File: config.mk
export PLATFORM = sky130hd
export DESIGN_NAME = dual_rail_counter_master
export DESIGN_NICKNAME = d
export VERILOG_FILES = /design/src/rtl/dual_rail_counter_master.sv
export SDC_FILE = /design/constraint.sdc
export NUM_CORES = 1
export LEC_CHECK = 0
export ABC_CLOCK_PERIOD_IN_PS = 2900
export CAP_MARGIN = 15
export CORE_MARGIN = 10
export CORE_UTILIZATION = 25
export CTS_BUF_LIST = sky130_fd_sc_hd__clkbuf_4 sky130_fd_sc_hd__clkbuf_8
export DETAILED_ROUTE_END_ITERATION = 12
export GPL_ROUTABILITY_DRIVEN = 1
export PLACE_DENSITY_LB_ADDON = 0.08
export REMOVE_ABC_BUFFERS = 1
export SETUP_SLACK_MARGIN = 0.15
export SLEW_MARGIN = 5
export SYNTH_ARGS = -nofsm -noshare
export SYNTH_HDL_FRONTEND = slang
export SYNTH_SLANG_ARGS = --single-unit
File: constraint.sdc
create_clock -name clk -period 2.9 [get_ports clk]
set_input_delay 0.435 -clock clk [delete_from_list [all_inputs] [get_ports clk]]
set_output_delay 0.435 -clock clk [all_outputs]
set_load 0.03 [all_outputs]
File: src/rtl/dual_rail_counter_master.sv
// Clocked four-phase initiator for a self-timed 2-bit dual-rail counter; checks codewords and count order.
// Latency: SYNC_STAGES cycles per async input edge plus one cycle per FSM decision; value_valid one cycle after ack_s.
// Backpressure: waits on the counter's ack in each phase, bounded by TIMEOUT cycles, then parks in ERROR until clr_err.
module dual_rail_counter_master #(
    parameter int SYNC_STAGES = 2,
    parameter int TIMEOUT     = 255,
    parameter int CNT_W       = 16
) (
    input  logic             clk,
    input  logic             rst_n,
    input  logic             enable,
    input  logic             clr_err,
    input  logic             ack,
    input  logic             a0,
    input  logic             a1,
    input  logic             b0,
    input  logic             b1,
    output logic             req,
    output logic [1:0]       value,
    output logic             value_valid,
    output logic             code_err,
    output logic             seq_err,
    output logic             timeout_err,
    output logic [CNT_W-1:0] txn_count,
    output logic             busy
);

    localparam int TMR_W = $clog2(TIMEOUT + 1);

    typedef enum logic [1:0] {
        IDLE   = 2'd0,
        REQ_HI = 2'd1,
        REQ_LO = 2'd2,
        ERROR  = 2'd3
    } state_t;

    // Bit order inside each synchronizer stage: {ack, a1, a0, b1, b0}.
    logic [SYNC_STAGES-1:0][4:0] sync_q;
    logic ack_s, a1_s, a0_s, b1_s, b0_s;
    logic pair_a_ok, pair_b_ok, spacer;

    state_t             state_q, state_d;
    logic               req_q, req_d;
    logic [1:0]         value_q, value_d;
    logic               value_valid_q, value_valid_d;
    logic               code_err_q, code_err_d;
    logic               seq_err_q, seq_err_d;
    logic               timeout_err_q, timeout_err_d;
    logic [CNT_W-1:0]   txn_count_q, txn_count_d;
    logic [1:0]         exp_q, exp_d;
    logic [TMR_W-1:0]   timer_q, timer_d;

    // Multi-flop synchronizer chain for every counter output; only the last stage is observed.
    always_ff @(posedge clk or negedge rst_n) begin
        if (!rst_n) begin
            sync_q <= '0;
        end else begin
            sync_q[0] <= {ack, a1, a0, b1, b0};
            for (int i = 1; i < SYNC_STAGES; i++) begin
                sync_q[i] <= sync_q[i-1];
            end
        end
    end

    assign {ack_s, a1_s, a0_s, b1_s, b0_s} = sync_q[SYNC_STAGES-1];

    // A pair carries data only when exactly one rail is high; the spacer is all rails low.
    assign pair_a_ok = a0_s ^ a1_s;
    assign pair_b_ok = b0_s ^ b1_s;
    assign spacer    = ~(a0_s | a1_s | b0_s | b1_s);

    // State and datapath registers; reset drops req immediately without waiting for a clock.
    always_ff @(posedge clk or negedge rst_n) begin
        if (!rst_n) begin
            state_q       <= IDLE;
            req_q         <= 1'b0;
            value_q       <= 2'd0;
            value_valid_q <= 1'b0;
            code_err_q    <= 1'b0;
            seq_err_q     <= 1'b0;
            timeout_err_q <= 1'b0;
            txn_count_q   <= '0;
            exp_q         <= 2'd0;
            timer_q       <= '0;
        end else begin
            state_q       <= state_d;
            req_q         <= req_d;
            value_q       <= value_d;
            value_valid_q <= value_valid_d;
            code_err_q    <= code_err_d;
            seq_err_q     <= seq_err_d;
            timeout_err_q <= timeout_err_d;
            txn_count_q   <= txn_count_d;
            exp_q         <= exp_d;
            timer_q       <= timer_d;
        end
    end

    // Handshake sequencing, codeword validation and sticky error bookkeeping.
    always_comb begin
        state_d       = state_q;
        req_d         = req_q;
        value_d       = value_q;
        value_valid_d = 1'b0;
        code_err_d    = code_err_q;
        seq_err_d     = seq_err_q;
        timeout_err_d = timeout_err_q;
        txn_count_d   = txn_count_q;
        exp_d         = exp_q;
        timer_d       = timer_q;

        // Clearing happens first so an error detected in the same cycle still sticks.
        if (clr_err) begin
            code_err_d    = 1'b0;
            seq_err_d     = 1'b0;
            timeout_err_d = 1'b0;
        end

        case (state_q)
            IDLE: begin
                req_d   = 1'b0;
                timer_d = '0;
                if (enable && !ack_s) begin
                    req_d   = 1'b1;
                    state_d = REQ_HI;
                end
            end
            REQ_HI: begin
                timer_d = timer_q + 1'b1;
                if (ack_s) begin
                    if (pair_a_ok && pair_b_ok) begin
                        value_d       = {a1_s, b1_s};
                        value_valid_d = 1'b1;
                        if ({a1_s, b1_s} != exp_q) begin
                            seq_err_d = 1'b1;
                        end
                        // Resynchronise on what the counter actually produced.
                        exp_d   = {a1_s, b1_s} + 2'd1;
                        req_d   = 1'b0;
                        timer_d = '0;
                        state_d = REQ_LO;
                    end else begin
                        code_err_d = 1'b1;
                        req_d      = 1'b0;
                        state_d    = ERROR;
                    end
                end else if (timer_q == TMR_W'(TIMEOUT - 1)) begin
                    timeout_err_d = 1'b1;
                    req_d         = 1'b0;
                    state_d       = ERROR;
                end
            end
            REQ_LO: begin
                req_d   = 1'b0;
                timer_d = timer_q + 1'b1;
                // Rails may lag ack on the return-to-zero phase; only the full spacer ends it.
                if (!ack_s && spacer) begin
                    txn_count_d = txn_count_q + 1'b1;
                    timer_d     = '0;
                    if (enable) begin
                        req_d   = 1'b1;
                        state_d = REQ_HI;
                    end else begin
                        state_d = IDLE;
                    end
                end else if (timer_q == TMR_W'(TIMEOUT - 1)) begin
                    timeout_err_d = 1'b1;
                    state_d       = ERROR;
                end
            end
            ERROR: begin
                req_d   = 1'b0;
                timer_d = '0;
                if (clr_err) begin
                    exp_d   = 2'd0;
                    state_d = IDLE;
                end
            end
            default: begin
                req_d   = 1'b0;
                timer_d = '0;
                state_d = IDLE;
            end
        endcase
    end

    assign req         = req_q;
    assign value       = value_q;
    assign value_valid = value_valid_q;
    assign code_err    = code_err_q;
    assign seq_err     = seq_err_q;
    assign timeout_err = timeout_err_q;
    assign txn_count   = txn_count_q;
    assign busy        = (state_q != IDLE);

endmodule

==> Yosys cells after proc, flatten, opt, wreduce, memory -nomap -nowiden <==
Index checks and enable logic that the tools add are counted.
{ "totals": {"ff_bits": 45, "in_bits": 9, "output_inout_bits": 24, "word_cells": 81} }
{ "classes": {"add_sub_neg": 3, "eq_ne": 10, "mux": 38, "bitwise_logic": 6, "reduce_logical": 12} }
{ "ops": {"columns": ["op", "count"], "rows": [
  ["$mux 8", 3],
  ["$pmux 8 s3", 1],
  ["$mux 1", 23],
  ["$add 16x1->16 const B", 1],
  ["$mux 2", 7],
  ["$add 8x1->8 const B", 1],
  ["$eq 8x8->1 const B", 1],
  ["$ne 2x2->1 const B", 4],
  ["$pmux 2 s4", 1],
  ["$eq 2x2->1 const B", 2],
  ["$pmux 1 s4", 1],
  ["$pmux 2 s2", 1],
  ["$reduce_and 2->1", 2],
  ["$reduce_and 4->1", 1],
  ["$reduce_bool 2->1", 2],
  ["$logic_and 1x1->1", 3],
  ["$ne 3x3->1 const B", 1],
  ["$or 1x1->1", 3],
  ["$reduce_and 3->1", 1],
  ["$add 2x1->2 const B", 1],
  ["$eq 2x1->1 const B", 1],
  ["$logic_not 2->1", 1],
  ["$ne 2x2->1", 1],
  ["$pmux 1 s2", 1],
  ["other kinds (4)", 5]
]} }

==> Logic depth before layout (Yosys ltp) <==
Gate-level depths: netlist of run 1.
{ "logic_depth": {"word_depth": 7, "depth_mapped": 7, "mapped_depth_nobuf": 6} }

==> Least setup slack after synthesis of run 1 <==
OpenSTA, ideal clock, no wires.
{ "synth_path": {"path_kind": "reg2reg", "startpoint": "register sync_q, in the netlist a1_s", "endpoint": "register txn_count_q[9], in the netlist txn_count[9]", "setup_time_ps": 134, "arrival_ps": 1721, "required_ps": 2766, "slack_ps": 1045, "path_stages_with_launch": 7, "path_buffers": 0, "synth_period_minus_slack_ps": 1855, "cell_sequence": "dfrtp_1 inv_1 ha_1 or4b_4 nor4_4 nand4_1 xnor2_1"} }
{ "synth_between": {"elab_chain_len": 6} }
{ "synth_lines": {"columns": ["item", "line_no", "rtl"], "rows": [
  ["from (decl)", "38", "logic [SYNC_STAGES-1:0][4:0] sync_q;"],
  ["from (signal, indexed assignment)", "60", "sync_q[i] <= sync_q[i-1];"],
  ["$or 1x1->1 (3 in series)", "70", "assign spacer = ~(a0_s | a1_s | b0_s | b1_s);"],
  ["$not 1->1", "70", null],
  ["$logic_and 1x1->1", "157", "if (!ack_s && spacer) begin"],
  ["$reduce_and 2->1 (no line)", null, null],
  ["to (signal assigned)", "93", "txn_count_q <= txn_count_d;"],
  ["to (decl)", "49", "logic [CNT_W-1:0] txn_count_q, txn_count_d;"]
]} }
No other way between the ends.
A chain may end at the register's enable or synchronous reset.

==> Worst setup path after layout of run 1 <==
{ "layout_path": {"startpoint": "register state_q[0]", "endpoint": "output port busy"} }
{ "layout_between": {"elab_chain_len": 1} }
{ "layout_lines": {"columns": ["item", "line_no", "rtl"], "rows": [
  ["from (decl)", "42", "state_t state_q, state_d;"],
  ["from (signal assigned)", "86", "state_q <= state_d;"],
  ["$reduce_bool 2->1", "194", "assign busy = (state_q != IDLE);"],
  ["to (decl)", "25", "output logic busy"]
]} }
No other way between the ends.

==> qor.tcl, run 1 <==
set qor(cellPowerDensity_mw_per_mm2) 712
set qor(number_of_antenna_violations_at_the_first_check_in_global_routing) 0
set qor(place_inst) 316
set qor(timing.max_slew.rel_slack_pct) 57.1
set qor(finish.cell_count_without_fillers) 324
set qor(initial_utilization_pct) 26.0
set qor(timing.final.hold_violations) 0
set qor(nNetsFinal) 239
set qor(setup.worst_path.class) {reg -> out}
set qor(synth_async_sr_flop_share_pct) 100
set qor(ant_nets) 0
set qor(maximum_number_of_pins_on_one_net_before_global_route_repair) 25
set qor(tritoncts_clock_tree) {yes}
set qor(io_buffer_count) 32
set qor(postCtsResizedCells) 0
set qor(synth-seq-area-share_pct) 55.5
set qor(wl_per_cell_um) 13.5
set qor(final_util_pct) 33.2
set qor(timing.rr.end) {txn_count[9]}
set qor(status) {completed}
set qor(dpl_cell_area_mm2) 0.00247
set qor(hold_path_class) {in -> async}
set qor(ys.flop_type) {sky130_fd_sc_hd__dfrtp_1}
set qor(synth_cell_types) 32
set qor(fp.dieArea_mm2) 0.0121
set qor(cts_made_buffers) 5
set qor(detailed_place_hpwl_mm) 3.29
set qor(ir_worst_vdd_v) 0.000394
set qor(timing.setup.tns_ps) 0
set qor(h-tree-depth) 2
set qor(power.sequential.fraction_pct) 42.1
set qor(route.final.wire_length_mm) 4.38
set qor(synthesized_instance_count) 182
set qor(numClockSinks) 45
set qor(die_h_um) 110
set qor(clock_power_share_pct) 27.3
set qor(setup-violations-final) 0
set qor(power.switching_uw) 616
set qor(rr_worst_depth) 6
set qor(cts_max_path_buffers) 2
set qor(clk_root_buffer_cell) {sky130_fd_sc_hd__clkbuf_8}
set qor(worstSetupStartpointType) {flip-flop}
set qor(timing_max_transition_violations_final) 0
set qor(layout_min_cycle_time_ps) 2190
set qor(drt-pass1-iter-count) 4
set qor(drc_errors) 0
set qor(antenna-diode-count) 0
set qor(number_of_flops_mapped_to_enable_cells_by_yosys) 0
set qor(drv.max_cap_violation_count) 0
set qor(core_region_area_mm2) 0.00781
set qor(setup_repair_after_global_routing_missed_its_margin) {no}
set qor(skew_ps) 4.89
set qor(layout_common_cells) {45 x sky130_fd_sc_hd__dfrtp_1, 31 x sky130_fd_sc_hd__clkdlybuf4s50_1, 19 x sky130_fd_sc_hd__nor2_1}
set qor(drt-vias-per-instance) 4.24
set qor(power.internal_uw) 1230
set qor(fin_area_mm2) 0.00259
set qor(cts-hold-fix-buffers) 0
set qor(overflow) 0
set qor(fraction_of_final_layout_cells_with_drive_strength_greater_than_1_pct) 7.21
set qor(drtIter0Drc) 66
set qor(cts_setup_buffers) 0
set qor(worst_skew_pair.late_latency_ps) 300
set qor(die-width_um) 110
set qor(first_global_vias) 1484
set qor(cp.required_ps) 2470
set qor(max_slew.worst_pin.slew_ps) 639
set qor(layout.cells.most_common) {sky130_fd_sc_hd__dfrtp_1}
set qor(total_leakage_power_uw) 0.00118
set qor(ys_ff_latch) 45
set qor(cp-end-kind) {primary output}
set qor(r2r_slack_ps) 930
set qor(switching_share_pct) 33.4
set qor(synthesis.area_mm2) 0.00203
set qor(globalplace.congestion) 0.748
set qor(share_comb_of_total_power_pct) 30.6
set qor(crit_path_max_fanout) 4
set qor(routed-via-count) 1375
set qor(core.rowCount) 32
set qor(area_growth_syn_to_fin_pct) 27.8
set qor(grt_pass1_wl_mm) 7.46
set qor(clock_slew_at_reported_path_ffs_ps) 80
set qor(io_pins) 33
set qor(syn_area_per_cell_um2) 11.1
set qor(critical_path_data_arrival_time_ps) 1760
set qor(grt_use_total_pct) 7.91
set qor(max_freq_mhz) 456
set qor(r2r_start) {a1_s}
set qor(final_min_period_over_clock_period_pct) 75.6
set qor(synthesis.yosys.warnings) 0
flip-flops by register name (all words and copies together) (netlist names):
signal	count
a0_s	1
a1_s	1
ack_s	1
b0_s	1
b1_s	1
code_err	1
exp_q	2
req	1
seq_err	1
state_q	2
sync_q	5
timeout_err	1
timer_q	8
txn_count	16
value	2
value_valid	1
per-layer routing:
| layer | share of wire [%] | track usage [%] | vias to the layer above |
|---|---|---|---|
| li1 | - | - | 694 |
| met5 | 0 | 0 | - |
| met2 | 43 | 11.6 | 29 |
| met3 | 6.9 | 3.25 | 6 |
| met1 | 49 | 10.3 | 646 |
| met4 | 1.7 | 2.79 | 0 |
cell usage after synthesis (2+ instances only):
cell / instances / area, um2
sky130_fd_sc_hd__mux2i_1: 2 / 20.0
sky130_fd_sc_hd__a21oi_1: 4 / 20.0
sky130_fd_sc_hd__and4_1: 2 / 17.5
sky130_fd_sc_hd__nor3_1: 4 / 20.0
sky130_fd_sc_hd__o21ai_0: 4 / 20.0
sky130_fd_sc_hd__o22ai_1: 2 / 12.5
sky130_fd_sc_hd__xnor2_1: 10 / 87.6
sky130_fd_sc_hd__nand2_1: 15 / 56.3
sky130_fd_sc_hd__nor2_1: 19 / 71.3
sky130_fd_sc_hd__inv_1: 13 / 48.8
sky130_fd_sc_hd__nand4_1: 10 / 62.6
sky130_fd_sc_hd__nor2b_1: 3 / 18.8
sky130_fd_sc_hd__dfrtp_1: 45 / 1130
sky130_fd_sc_hd__mux2_2: 2 / 22.5
sky130_fd_sc_hd__ha_1: 9 / 113
sky130_fd_sc_hd__xor2_1: 15 / 131
sky130_fd_sc_hd__nand3_1: 8 / 40.0
cell type report:
class	instances	area [um2]
clock buffer	7	90.1
clock inverter	1	30.0
fill	797	5220
inverter	13	48.8
multi-input combinational	122	838
sequential	45	1130
tap	102	128
timing repair buffer	34	330
worst max path at each step:
stage	start	to	slack, ps	cells after the start
after CTS	state_q[0]	busy	690	4
final	state_q[0]	busy	710	4
after floorplan	a1_s	txn_count[9]	1050	6
after global placement	a1_s	txn_count[9]	940	6
after global routing	state_q[1]	busy	580	4
after detailed placement	a1_s	txn_count[9]	920	6
power groups by stage:
| stage | Sequential (uW) | Clock [uW] | Combinational, uW |
|---|---|---|---|
| floorplan | 841 | 0 | 312 |
| global placement | 793 | 0 | 582 |
| detailed placement | 792 | 0 | 573 |
| CTS | 781 | 521 | 576 |
| global route | 792 | 553 | 641 |
| finish | 777 | 505 | 564 |
worst max-delay path: stages (launching register included):
cell	delay (ps)
sky130_fd_sc_hd__dfrtp_1	400
sky130_fd_sc_hd__inv_1	110
sky130_fd_sc_hd__ha_1	240
sky130_fd_sc_hd__inv_1	60
sky130_fd_sc_hd__clkdlybuf4s50_1	660
cell families after synthesis:
group,share of synthesized area (%)
simple gates,17.2
flops,55.5
compound gates,5.68
fa+ha+maj,5.55
buf+inv,3.15
xor+xnor,10.8
mux,2.10
metrics by stage:
| step | hold WS, ps | setup slack [ps] | total power, uW |
|---|---|---|---|
| floorplan | 139 | 1050 | 1150 |
| global placement | 332 | 941 | 1370 |
| detailed placement | 335 | 919 | 1360 |
| CTS | 126 | 685 | 1880 |
| global route | 135 | 584 | 1990 |
| finish | 98.7 | 708 | 1850 |
(Power assumes the default switching activity.)
==> run 2: changes to the inputs <==
--- a/config.mk
+++ b/config.mk
@@ -5,7 +5,7 @@
 export SDC_FILE = /design/constraint.sdc
 export NUM_CORES = 1
 export LEC_CHECK = 0
-export ABC_CLOCK_PERIOD_IN_PS = 2900
+export ABC_CLOCK_PERIOD_IN_PS = 2300
 export CAP_MARGIN = 15
 export CORE_MARGIN = 10
 export CORE_UTILIZATION = 25
==> constraint.sdc (replaced) <==
create_clock -name clk -period 2.3 [get_ports clk]
set_input_delay 0.345 -clock clk [delete_from_list [all_inputs] [get_ports clk]]
set_output_delay 0.345 -clock clk [all_outputs]
set_load 0.03 [all_outputs]
==> qor.tcl, run 2 (synthesis gave the netlist of run 1 again) <==
set qor(die_h_um) 110 ;# unchanged
set qor(timing.setup.tns_ps) 0 ;# unchanged
set qor(initial_utilization_pct) 26.0 ;# unchanged
set qor(largest_register_ffs) 16 ;# unchanged
set qor(timing.max_slew.rel_slack_pct) 67.0 ;# was 57.1%
set qor(nNetsFinal) 242 ;# was 239
set qor(max_freq_mhz) 502
set qor(wl_met2_mm) 1.85 ;# was 1.87 mm
set qor(final_min_period_over_clock_period_pct) 86.5
set qor(setup.worst_path.class) {reg -> reg} ;# was reg -> out
set qor(wl_per_cell_um) 13.4 ;# was 13.5 um
set qor(hold_path_class) {in -> async} ;# unchanged
set qor(drt-pass1-iter-count) 4 ;# unchanged
set qor(skew_ps) 5.31 ;# was 4.89 ps
set qor(total_leakage_power_uw) 0.00119 ;# was 0.00118 uW
set qor(number_of_antenna_violations_at_the_first_check_in_global_routing) 0 ;# unchanged
set qor(setup-violations-final) 0 ;# unchanged
set qor(cp.required_ps) 2490 ;# was 2470 ps
set qor(fraction_of_final_layout_cells_with_drive_strength_greater_than_1_pct) 8.44 ;# was 7.21%
set qor(die-width_um) 110 ;# unchanged
set qor(core_region_area_mm2) 0.00781 ;# unchanged
set qor(overflow) 0 ;# unchanged
set qor(worst_skew_pair.late_latency_ps) 290 ;# was 300 ps
set qor(ir_worst_vdd_v) 0.000393 ;# was 0.000394 V
set qor(timing_max_transition_violations_final) 0 ;# unchanged
set qor(r2r_slack_ps) 310 ;# was 930 ps
set qor(setup_repair_after_global_routing_missed_its_margin) {no} ;# unchanged
set qor(grt_pass1_wl_mm) 7.23 ;# was 7.46 mm
set qor(layout_min_cycle_time_ps) 1990
set qor(critical_path_data_arrival_time_ps) 2180 ;# was 1760 ps
set qor(highest-signal-layer) {met4} ;# unchanged
set qor(drt-vias-per-instance) 4.20 ;# was 4.24
set qor(globalplace.congestion) 0.750 ;# was 0.748
set qor(drv.max_cap_violation_count) 0 ;# unchanged
set qor(fp.dieArea_mm2) 0.0121 ;# unchanged
set qor(clock_slew_at_reported_path_ffs_ps) 80 ;# about the same
set qor(crit_path_max_fanout) 5 ;# was 4
set qor(drtIter0Drc) 63 ;# was 66
set qor(worst_setup_path_startpoint) {a1_s} ;# was state_q[0]
set qor(cp-end-kind) {flip-flop} ;# was primary output
set qor(max_slew.worst_pin.slew_ps) 495 ;# was 639 ps
set qor(route.met3.wl_um) 338 ;# was 300 um
set qor(cts_made_buffers) 5 ;# unchanged
set qor(antenna-diode-count) 0 ;# unchanged
set qor(detail_route.wirelength.met1_mm) 2.13 ;# unchanged
set qor(maximum_number_of_pins_on_one_net_before_global_route_repair) 27 ;# was 25
set qor(core.rowCount) 32 ;# unchanged
set qor(numClockSinks) 45 ;# unchanged
set qor(area_growth_syn_to_fin_pct) 27.9 ;# was 27.8%
set qor(io_pins) 33 ;# unchanged
set qor(detailed_place_hpwl_mm) 3.32 ;# was 3.29 mm
set qor(io_buffer_count) 32 ;# unchanged
set qor(cts_max_path_buffers) 2 ;# unchanged
set qor(first_global_vias) 1440 ;# was 1,484
set qor(grt_use_total_pct) 7.66 ;# was 7.91%
set qor(cellPowerDensity_mw_per_mm2) 849 ;# was 712 mW/mm2
set qor(h-tree-depth) 2 ;# unchanged
set qor(status) {completed} ;# unchanged
set qor(cts-hold-fix-buffers) 0 ;# unchanged
set qor(timing.final.hold_violations) 0 ;# unchanged
set qor(cts_setup_buffers) 0 ;# unchanged
set qor(route.final.wire_length_mm) 4.39 ;# was 4.38 mm
set qor(r2r_start) {a1_s} ;# unchanged
set qor(place_inst) 319 ;# was 316
set qor(routed-via-count) 1375 ;# unchanged
set qor(worstSetupStartpointType) {flip-flop} ;# unchanged
set qor(filler_cell_count) 825 ;# was 797
set qor(layout_common_cells) {45 x sky130_fd_sc_hd__dfrtp_1, 30 x sky130_fd_sc_hd__clkdlybuf4s50_1, 19 x sky130_fd_sc_hd__nor2_1} ;# was 45 x sky130_fd_sc_hd__dfrtp_1, 31 x sky130_fd_sc_hd__clkdlybuf4s50_1, 19 x sky130_fd_sc_hd__nor2_1
set qor(finalHoldWorstSlack_ps) 11.2 ;# was 98.7 ps
set qor(postCtsResizedCells) 0 ;# unchanged
set qor(layout.cells.most_common) {sky130_fd_sc_hd__dfrtp_1} ;# unchanged
set qor(finish.cell_count_without_fillers) 327 ;# was 324
set qor(drc_errors) 0 ;# unchanged
set qor(tritoncts_clock_tree) {yes} ;# unchanged
set qor(clk_root_buffer_cell) {sky130_fd_sc_hd__clkbuf_8} ;# unchanged
set qor(ant_nets) 0 ;# unchanged
run 2: cell count changes in the layout (fill, tap and decap cells not counted):
| cell | previous run | this run |
|---|---|---|
| sky130_fd_sc_hd__clkinv_2 | 0 | 2 |
| sky130_fd_sc_hd__dlymetal6s2s_1 | 0 | 1 |
| sky130_fd_sc_hd__bufinv_16 | 1 | 0 |
| sky130_fd_sc_hd__buf_4 | 2 | 4 |
| sky130_fd_sc_hd__buf_12 | 0 | 1 |
| sky130_fd_sc_hd__clkbuf_8 | 6 | 5 |
| sky130_fd_sc_hd__clkdlybuf4s50_1 | 31 | 30 |
run 2: per-layer routing:
metal	vias to the layer above	global-route usage, %
li1	696	-
met2	37	11.5
met3	7	3.02
met1	635	9.76
met4	0	2.79
met5	-	0
run 2: per-stage QoR:
| step | instance area [um2] | worst slack, ps | power, uW | util, % |
|---|---|---|---|---|
| 2_1_floorplan | 2010 | 445 | 1450 | - |
| 3_3_place_gp | 2510 | 337 | 1770 | 32.1 |
| 3_5_place_dp | 2510 | 299 | 1750 | 32.1 |
| 4_1_cts | 2590 | 172 | 2250 | 33.2 |
| 5_1_grt | 2590 | 213 | 2380 | 33.2 |
| 6_report | 2590 | 310 | 2200 | 33.2 |
run 2: cell type report:
type	count	area, um2	share of cell area, %
tap	102	128	4.92
multi-input combinational	122	838	32.3
clock inverter	2	10.0	0.386
timing repair buffer	37	368	14.2
sequential	45	1130	43.4
inverter	13	48.8	1.88
clock buffer	6	76.3	2.94
run 2: critical path, stage by stage (launching register included):
cell and delay [ps]:
sky130_fd_sc_hd__dfrtp_1 420, sky130_fd_sc_hd__inv_1 80, sky130_fd_sc_hd__ha_1 160, sky130_fd_sc_hd__or4b_4 510
sky130_fd_sc_hd__nor4_4 410, sky130_fd_sc_hd__nand4_1 160, sky130_fd_sc_hd__xnor2_1 140
run 2: where the power goes:
| part | internal (uW) | switching [uW] | total [uW] |
|---|---|---|---|
| clock | 223 | 258 | 480 |
| combinational | 316 | 424 | 740 |
| sequential | 890 | 92.1 | 982 |
| total | 1430 | 774 | 2200 |
run 2: path summary, 6_finish.rpt:
kind,end,depth (start not counted)
worst max register to register,txn_count[9],6
max in group asynchronous,txn_count[0],2
worst max-delay path,txn_count[9],6
worst min-delay path,txn_count[2],1
min in group clk,b1_s,0
worst min register to register,b1_s,0
==> run 3: changes to the inputs <==
--- a/config.mk
+++ b/config.mk
@@ -11,6 +11,7 @@
 export CORE_UTILIZATION = 25
 export CTS_BUF_LIST = sky130_fd_sc_hd__clkbuf_4 sky130_fd_sc_hd__clkbuf_8
 export DETAILED_ROUTE_END_ITERATION = 12
+export DONT_BUFFER_PORTS = 1
 export GPL_ROUTABILITY_DRIVEN = 1
 export PLACE_DENSITY_LB_ADDON = 0.08
 export REMOVE_ABC_BUFFERS = 1
==> qor.tcl, run 3 (synthesis gave the netlist of run 1 again) <==
set qor(area_growth_syn_to_fin_pct) 14.2 ;# was 27.9%
set qor(h-tree-depth) 2 ;# unchanged
set qor(total_leakage_power_uw) 0.00108 ;# was 0.00119 uW
set qor(final_min_period_over_clock_period_pct) 85.9 ;# was 86.5%
set qor(drtIter0Drc) 49 ;# was 63
set qor(maximum_number_of_pins_on_one_net_before_global_route_repair) 46 ;# was 27
set qor(max_slew.worst_pin.slew_ps) 459 ;# was 495 ps
set qor(cts_made_buffers) 5 ;# unchanged
set qor(number_of_antenna_violations_at_the_first_check_in_global_routing) 0 ;# unchanged
set qor(drt-pass1-iter-count) 4 ;# unchanged
set qor(clock_slew_at_reported_path_ffs_ps) 90 ;# was 80 ps
set qor(die_h_um) 110 ;# unchanged
set qor(routed-via-count) 1266 ;# was 1,375
set qor(timing.hold.worst_path_depth) 0
set qor(worstSetupStartpointType) {flip-flop} ;# unchanged
set qor(ir_worst_vdd_v) 0.000318 ;# was 0.000393 V
set qor(numClockSinks) 45 ;# unchanged
set qor(cts_setup_buffers) 0 ;# unchanged
set qor(status) {completed} ;# unchanged
set qor(grt_use_total_pct) 7.63 ;# was 7.66%
set qor(initial_utilization_pct) 26.0 ;# unchanged
set qor(drt-vias-per-instance) 4.29 ;# was 4.20
set qor(drv.max_cap_violation_count) 0 ;# unchanged
set qor(r2r_slack_ps) 320 ;# was 310 ps
set qor(clk_root_buffer_cell) {sky130_fd_sc_hd__clkbuf_8} ;# unchanged
set qor(min_delay_worst_endpoint) {sync_q[3]}
set qor(ant_nets) 0 ;# unchanged
set qor(crit_path_max_fanout) 5 ;# unchanged
set qor(drc_errors) 0 ;# unchanged
set qor(cp.required_ps) 2480 ;# was 2490 ps
set qor(multiInputGateArea_um2) 838 ;# unchanged
set qor(cp-end-kind) {flip-flop} ;# unchanged
set qor(timing_max_transition_violations_final) 0 ;# unchanged
set qor(final_util_pct) 29.7 ;# was 33.2%
set qor(layout_common_cells) {45 x sky130_fd_sc_hd__dfrtp_1, 19 x sky130_fd_sc_hd__nor2_1, 15 x sky130_fd_sc_hd__xor2_1, 15 x sky130_fd_sc_hd__nand2_1, 13 x sky130_fd_sc_hd__inv_1} ;# was 45 x sky130_fd_sc_hd__dfrtp_1, 30 x sky130_fd_sc_hd__clkdlybuf4s50_1, 19 x sky130_fd_sc_hd__nor2_1
set qor(route.final.wire_length_mm) 4.25 ;# was 4.39 mm
set qor(fp.dieArea_mm2) 0.0121 ;# unchanged
set qor(cellPowerDensity_mw_per_mm2) 955 ;# was 849 mW/mm2
set qor(setup_repair_after_global_routing_missed_its_margin) {no} ;# unchanged
set qor(largest_register_ffs) 16 ;# unchanged
set qor(core.rowCount) 32 ;# unchanged
set qor(final-seq-area_mm2) 0.00113 ;# unchanged
set qor(cts_max_path_buffers) 2 ;# unchanged
set qor(first_global_vias) 1396 ;# was 1,440
set qor(wl_per_cell_um) 14.4 ;# was 13.4 um
set qor(timing.rr.end) {txn_count[9]} ;# unchanged
set qor(timing.max_slew.rel_slack_pct) 69.4 ;# was 67.0%
set qor(layout_min_cycle_time_ps) 1980 ;# was 1990 ps
set qor(worst_skew_pair.late_latency_ps) 300 ;# was 290 ps
set qor(timing.final.hold_violations) 0 ;# unchanged
set qor(globalplace.congestion) 0.777 ;# was 0.750
set qor(grt_pass1_wl_mm) 7.33 ;# was 7.23 mm
set qor(skew_ps) 13.5 ;# was 5.31 ps
set qor(hold_path_class) {in -> reg} ;# was in -> async
set qor(max_freq_mhz) 506 ;# was 502 MHz
set qor(fraction_of_final_layout_cells_with_drive_strength_greater_than_1_pct) 8.81 ;# was 8.44%
set qor(filler_cell_count) 839 ;# was 825
set qor(core_region_area_mm2) 0.00781 ;# unchanged
set qor(rr_worst_depth) 6 ;# unchanged
set qor(setup.worst_path.class) {reg -> reg} ;# unchanged
set qor(setup-violations-final) 0 ;# unchanged
set qor(power.total_uw) 2210 ;# was 2200 uW
set qor(overflow) 0 ;# unchanged
set qor(nNetsFinal) 210 ;# was 242
set qor(detailed_place_hpwl_mm) 3.27 ;# was 3.32 mm
set qor(io_buffer_count) 0 ;# was 32
set qor(layout.cells.most_common) {sky130_fd_sc_hd__dfrtp_1} ;# unchanged
set qor(die-width_um) 110 ;# unchanged
set qor(io_pins) 33 ;# unchanged
set qor(r2r_start) {a1_s} ;# unchanged
set qor(timing.hold.worst.start) {a1}
set qor(timing.setup.tns_ps) 0 ;# unchanged
set qor(critical_path_data_arrival_time_ps) 2160 ;# was 2180 ps
set qor(antenna-diode-count) 0 ;# unchanged
set qor(tritoncts_clock_tree) {yes} ;# unchanged
==> run 3: layout make-up <==
type,count,area share [%]
Clock buffer,6,3.30
Clock inverter,2,1.67
Inverter,13,2.11
Multi-Input combinational cell,122,36.2
Sequential cell,45,48.6
Tap cell,102,5.51
Timing Repair Buffer,5,2.59
==> run 3: metal layers <==
metal	GRT usage [%]	vias up	share of wire, %
li1	-	633	-
met1	9.46	599	47
met2	11.8	30	43
met3	3.48	4	9.3
met4	1.95	0	0.89
met5	0	-	0
==> run 3: worst max-delay path by stage <==
stage / startpoint / cells after the start / end
after floorplan: a1_s / 6 / txn_count[9]
after global placement: a1_s / 6 / txn_count[9]
after detailed placement: a1_s / 6 / txn_count[9]
after CTS: a1_s / 6 / txn_count[9]
after global routing: a1_s / 6 / txn_count[13]
final: a1_s / 6 / txn_count[9]
==> run 3: report_power, final <==
group          total [uW]  switching (uW)  internal [uW]
Clock                 601             263            338
Combinational         538             317            221
Sequential           1070             183            889
==> run 3: worst max-delay path, stage by stage, from the launching register on <==
cell and delay, ps:
sky130_fd_sc_hd__dfrtp_1 420, sky130_fd_sc_hd__inv_1 90, sky130_fd_sc_hd__ha_1 140, sky130_fd_sc_hd__or4b_4 510, sky130_fd_sc_hd__nor4_4 390, sky130_fd_sc_hd__nand4_1 160
sky130_fd_sc_hd__xnor2_1 160
==> run 3: timing repair <==
item / in CTS / in global routing
gates resized for setup: 0 / 0
hold buffers: 2 / 0
hold endpoints to repair: 45 / 0
==> run 3: per-stage QoR <==
step / area, um2 / std cells / setup slack (ps) / hold slack (ps)
2_1_floorplan: 2010 / 180 / 445 / 49.4
3_3_place_gp: 2160 / 285 / 313 / 52.5
3_5_place_dp: 2160 / 285 / 278 / 52.7
4_1_cts: 2320 / 295 / 270 / 57.5
5_1_grt: 2320 / 295 / 201 / 46.9
6_report: 2320 / 295 / 324 / 73.6
==> variant 1 (flow settings as in run 2) <==
Set the parameter `CNT_W` to 14 (it was 16).
--- a/src/rtl/dual_rail_counter_master.sv
+++ b/src/rtl/dual_rail_counter_master.sv
@@ -6,3 +6,3 @@
     parameter int TIMEOUT     = 255,
-    parameter int CNT_W       = 16
+    parameter int CNT_W       = 14
 ) (
Interface: changed (resized txn_count); port bits go from 33 to 31. No check against the original RTL was run, so the function may have changed too.
==> variant 1 against run 2 <==
Sequential power shrank 3.8%; worst hold slack gained 0.00074 ns; routed wire length down 7.3%; synthesized area fell by 2.9%; clock skew barely moved; worst setup slack improved by 0.20 ns; final area down 2.5%; sequential share of layout area down 0.88 points; core utilization fell by 0.31 points; sequential cell count fell by 2; combinational power is 2% lower; power increased by 7.9%; clock power increased by 47%; critical path type is now flop to primary output; highest routed layer unchanged.
==> variant 1: results (changes against run 2) <==
largest_register_ffs: 14  # was 16
synthTopCellsByCount: "dfrtp_1, nor2_1, xor2_1, inv_1"  # was dfrtp_1, nor2_1, nand2_1, xor2_1, inv_1
io_buffers: 30  # was 32
hpwl_um: 2970  # was 3320 um
worstMarginPinSlew_ns: 0.428  # was 0.495 ns
num_vias: 1319  # was 1,375
grt_max_degree: 44  # was 27
grt_usage: 0.0733  # was 0.0766
power_leakage_uw: 0.00115  # was 0.00119 uW
yosysSeqAreaShare: 0.546  # was 0.555
fmax_ghz: 0.558  # was 0.502 GHz
worst-path-max-fanout: 6  # was 5
ir_drop_mv: 0.406  # was 0.393 mV
ys_types: 39  # was 32
fillers: 800  # was 825
dp_slack_ns: 0.509  # was 0.299 ns
drive_above_1_share: 0.0990  # was 0.0844
rrSetupSlack_ns: 0.53  # was 0.31 ns
nets: 219  # was 242
wl_per_cell_um: 13.4  # about the same
grt_pass1_vias: 1354  # was 1,440
skew_ns: 0.00579  # was 0.00531 ns
synth_area_leaders: "dfrtp_1, ha_1, xor2_1, xnor2_1, nor2_1"  # was dfrtp_1, xor2_1, ha_1, xnor2_1, nor2_1
grt_pass1_wl_um: 6850  # was 7230 um
status: "finished clean"  # unchanged
crit_path_start: "txn_count[3]"  # was a1_s
dr.first_iter.drc_count: 59  # was 63
dpl_cell_area_mm2: 0.00239  # was 0.00251 mm^2
timing.rr.end: "txn_count[13]"  # was txn_count[9]
path_delay_family: "buffers and inverters"  # was simple AND/OR/NAND/NOR gates
hp-class: "primary input to asynchronous set/reset pin"  # unchanged
cpMaxStageDelayCell: "clkdlybuf4s50_1"  # was or4b_4
max_stage_delay_ns: 0.71  # was 0.51 ns
rr_worst_depth: 6  # unchanged
arrival_ns: 1.45  # was 2.18 ns
-- variant 1: final cells by class --
class | instances | area, um^2 | share of cell area
Clock inverter | 2 | 60.1 | 0.0237
Clock buffer | 6 | 76.3 | 0.0302
Tap cell | 102 | 128 | 0.0504
Sequential cell | 43 | 1080 | 0.425
Multi-Input combinational cell | 109 | 832 | 0.329
Timing Repair Buffer | 31 | 318 | 0.126
Inverter | 11 | 41.3 | 0.0163
-- variant 1: worst min path at each step --
stage | from | endpoint | slack [ns]
after floorplan | rst_n | a0_s | 0.05
after global placement | rst_n | exp_q[0] | 0.34
after detailed placement | rst_n | exp_q[1] | 0.34
after CTS | rst_n | code_err | 0.02
after global routing | rst_n | code_err | 0.03
final | rst_n | exp_q[1] | 0.01
-- variant 1: logic make-up (layout without fill, tap and decap cells) --
logic type / count (synthesis) / after routing / synth area share
DFF: 43 / 43 / 0.546
muxes: 5 / 5 / 0.0292
and+or+nand+nor: 54 / 54 / 0.166
AOI/OAI and AO/OA: 18 / 18 / 0.0635
adders and majority gates: 9 / 9 / 0.0572
buffers and inverters: 14 / 50 / 0.0311
xor gates and xnor gates: 23 / 23 / 0.106
-- variant 1: power breakdown --
part	switching, uW	internal (uW)
registers	90.6	855
clock network	261	446
logic	416	308
total	768	1610
-- variant 1: stage by stage --
stage	cells	hold slack [ns]	total power [uW]
floorplan	163	0.0494	1440
global placement	296	0.336	1690
detailed placement	296	0.338	1700
CTS	304	0.0177	2420
global route	304	0.0301	2530
finish	304	0.0120	2380
-- variant 1: metal layers --
| layer | global-route usage | wire, um | share of wire |
|---|---|---|---|
| met1 | 0.0882 | 1810 | 0.44 |
| met2 | 0.115 | 1970 | 0.48 |
| met3 | 0.0242 | 205 | 0.050 |
| met4 | 0.0367 | 80 | 0.020 |
| met5 | 0 | 0 | 0 |
==> variant 2 (flow settings as in run 2) <==
Made on the original files. Reset style: synchronous (`rst_n`), changed in 2 clocked blocks. Comments in the files are not updated.
--- a/src/rtl/dual_rail_counter_master.sv
+++ b/src/rtl/dual_rail_counter_master.sv
@@ -53,3 +53,3 @@
     // Multi-flop synchronizer chain for every counter output; only the last stage is observed.
-    always_ff @(posedge clk or negedge rst_n) begin
+    always_ff @(posedge clk) begin
         if (!rst_n) begin
@@ -72,3 +72,3 @@
     // State and datapath registers; reset drops req immediately without waiting for a clock.
-    always_ff @(posedge clk or negedge rst_n) begin
+    always_ff @(posedge clk) begin
         if (!rst_n) begin
Formal check against the unedited RTL: differs if rst_n is asserted again (counterexample within 4 cycles, from zero or initial values and one cycle with rst_n low); with rst_n held inactive, the same outputs for 10 cycles.
==> variant 2 against run 2 <==
Sequential cell count is the same; synthesized cell count up 18%; routed wire length about the same; worst setup slack improved by 0.10 ns; final area shrank 0.58%; synthesized area shrank 1.1%.
Power is not compared: it rests on default switching activity, and its combinational part moved more than twofold at a synthesized area within 25%.
==> variant 2: results (changes against run 2) <==
timing.rr.end: "txn_count[15]"  # was txn_count[9]
synth_fa_ha_area_frac: 0.0561  # was 0.0555
yosysSeqAreaShare: 0.449  # was 0.555
power_leakage_uw: 0.000943
layout.area.top_class: "multi-input gates"  # was flip-flops and latches
synth_area_leaders: "dfxtp_1, ha_1, xor2_1, nor2_1, a21oi_1"  # was dfrtp_1, xor2_1, ha_1, xnor2_1, nor2_1
wl_met2_um: 1920  # was 1850 um
rr_worst_depth: 5  # was 6
synth_top_flop_cell: "dfxtp_1"  # was dfrtp_1
use_met1: 0.101  # was 0.0976
grt_max_degree: 19  # was 27
regArea_um2: 901  # was 0.00113 mm^2
r2r_start: "state_q[0]"  # was a1_s
synth_compound_area_frac: 0.117  # was 0.0568
crit_path_start: "state_q[0]"  # was a1_s
synthTopCellsByCount: "dfxtp_1, nor2_1, a21oi_1"  # was dfrtp_1, nor2_1, nand2_1, xor2_1, inv_1
placedCellCount: 347  # was 319
synthXorXnorAreaFrac: 0.0742  # was 0.108
gp_congestion: 0.738  # was 0.750
fin_cells: 356  # was 327
hpwl_um: 3240  # was 3320 um
hp-class: "flop to flop"  # was primary input to asynchronous set/reset pin
status: "finished clean"  # unchanged
grt_pass1_vias: 1532  # was 1,440
muxShareOfSynthArea: 0.00998  # was 0.0210
ir_drop_mv: 0.236
met3_length_um: 233  # was 338 um
clockBufferCount: 5  # was 6
yosys_warnings: 0  # unchanged
cpMaxStageDelayCell: "or4_1"  # was or4b_4
multi_input_gates: 154  # was 122
grtUsageMet2: 0.121  # was 0.115
multiInputGateArea_mm2: 0.00102  # was 838 um^2
nets: 271  # was 242
grt_usage: 0.0789  # was 0.0766
vias_per_cell: 4.33  # was 4.20
grt_util_met3: 0.0269  # was 0.0302
dr.first_iter.drc_count: 64  # was 63
buf_share: 0.140  # was 0.142
grt_pass1_wl_um: 7560  # was 7230 um
htreeDepth: 2  # unchanged
wl_met1_um: 2190  # was 2130 um
synth-async-reset-ratio: 0  # was 1.00
clk_share: 0.0519  # was 0.0333
syn_avg_cell_area_um2: 9.33  # was 11.1 um^2
drive_above_1_share: 0.0748  # was 0.0844
## variant 2: cell count changes in the layout (fill, tap and decap cells not counted), moves of 5 or more
cell	change
dfxtp_1	+45
nor2_1	+5
and2_1	+11
o31ai_1	+5
dfrtp_1	-45
a21oi_1	+10
## variant 2: per-stage QoR
| stage | hold WS (ns) | utilization | setup slack [ns] | cell area, um^2 |
|---|---|---|---|---|
| after floorplan | 0.412 | - | 0.382 | 1960 |
| after global placement | 0.415 | 0.314 | 0.421 | 2440 |
| after detailed placement | 0.418 | 0.314 | 0.388 | 2440 |
| after CTS | 0.441 | 0.331 | 0.177 | 2570 |
| after global routing | 0.453 | 0.332 | 0.195 | 2580 |
| final | 0.440 | 0.332 | 0.415 | 2580 |
## variant 2: what timing repair did
action | 4_1_cts | 5_1_grt
setup buffers | 0 | 1
setup endpoints to repair | 0 | 2
resized for setup | 0 | 1
endpoints found under the hold margin | 0 | 0
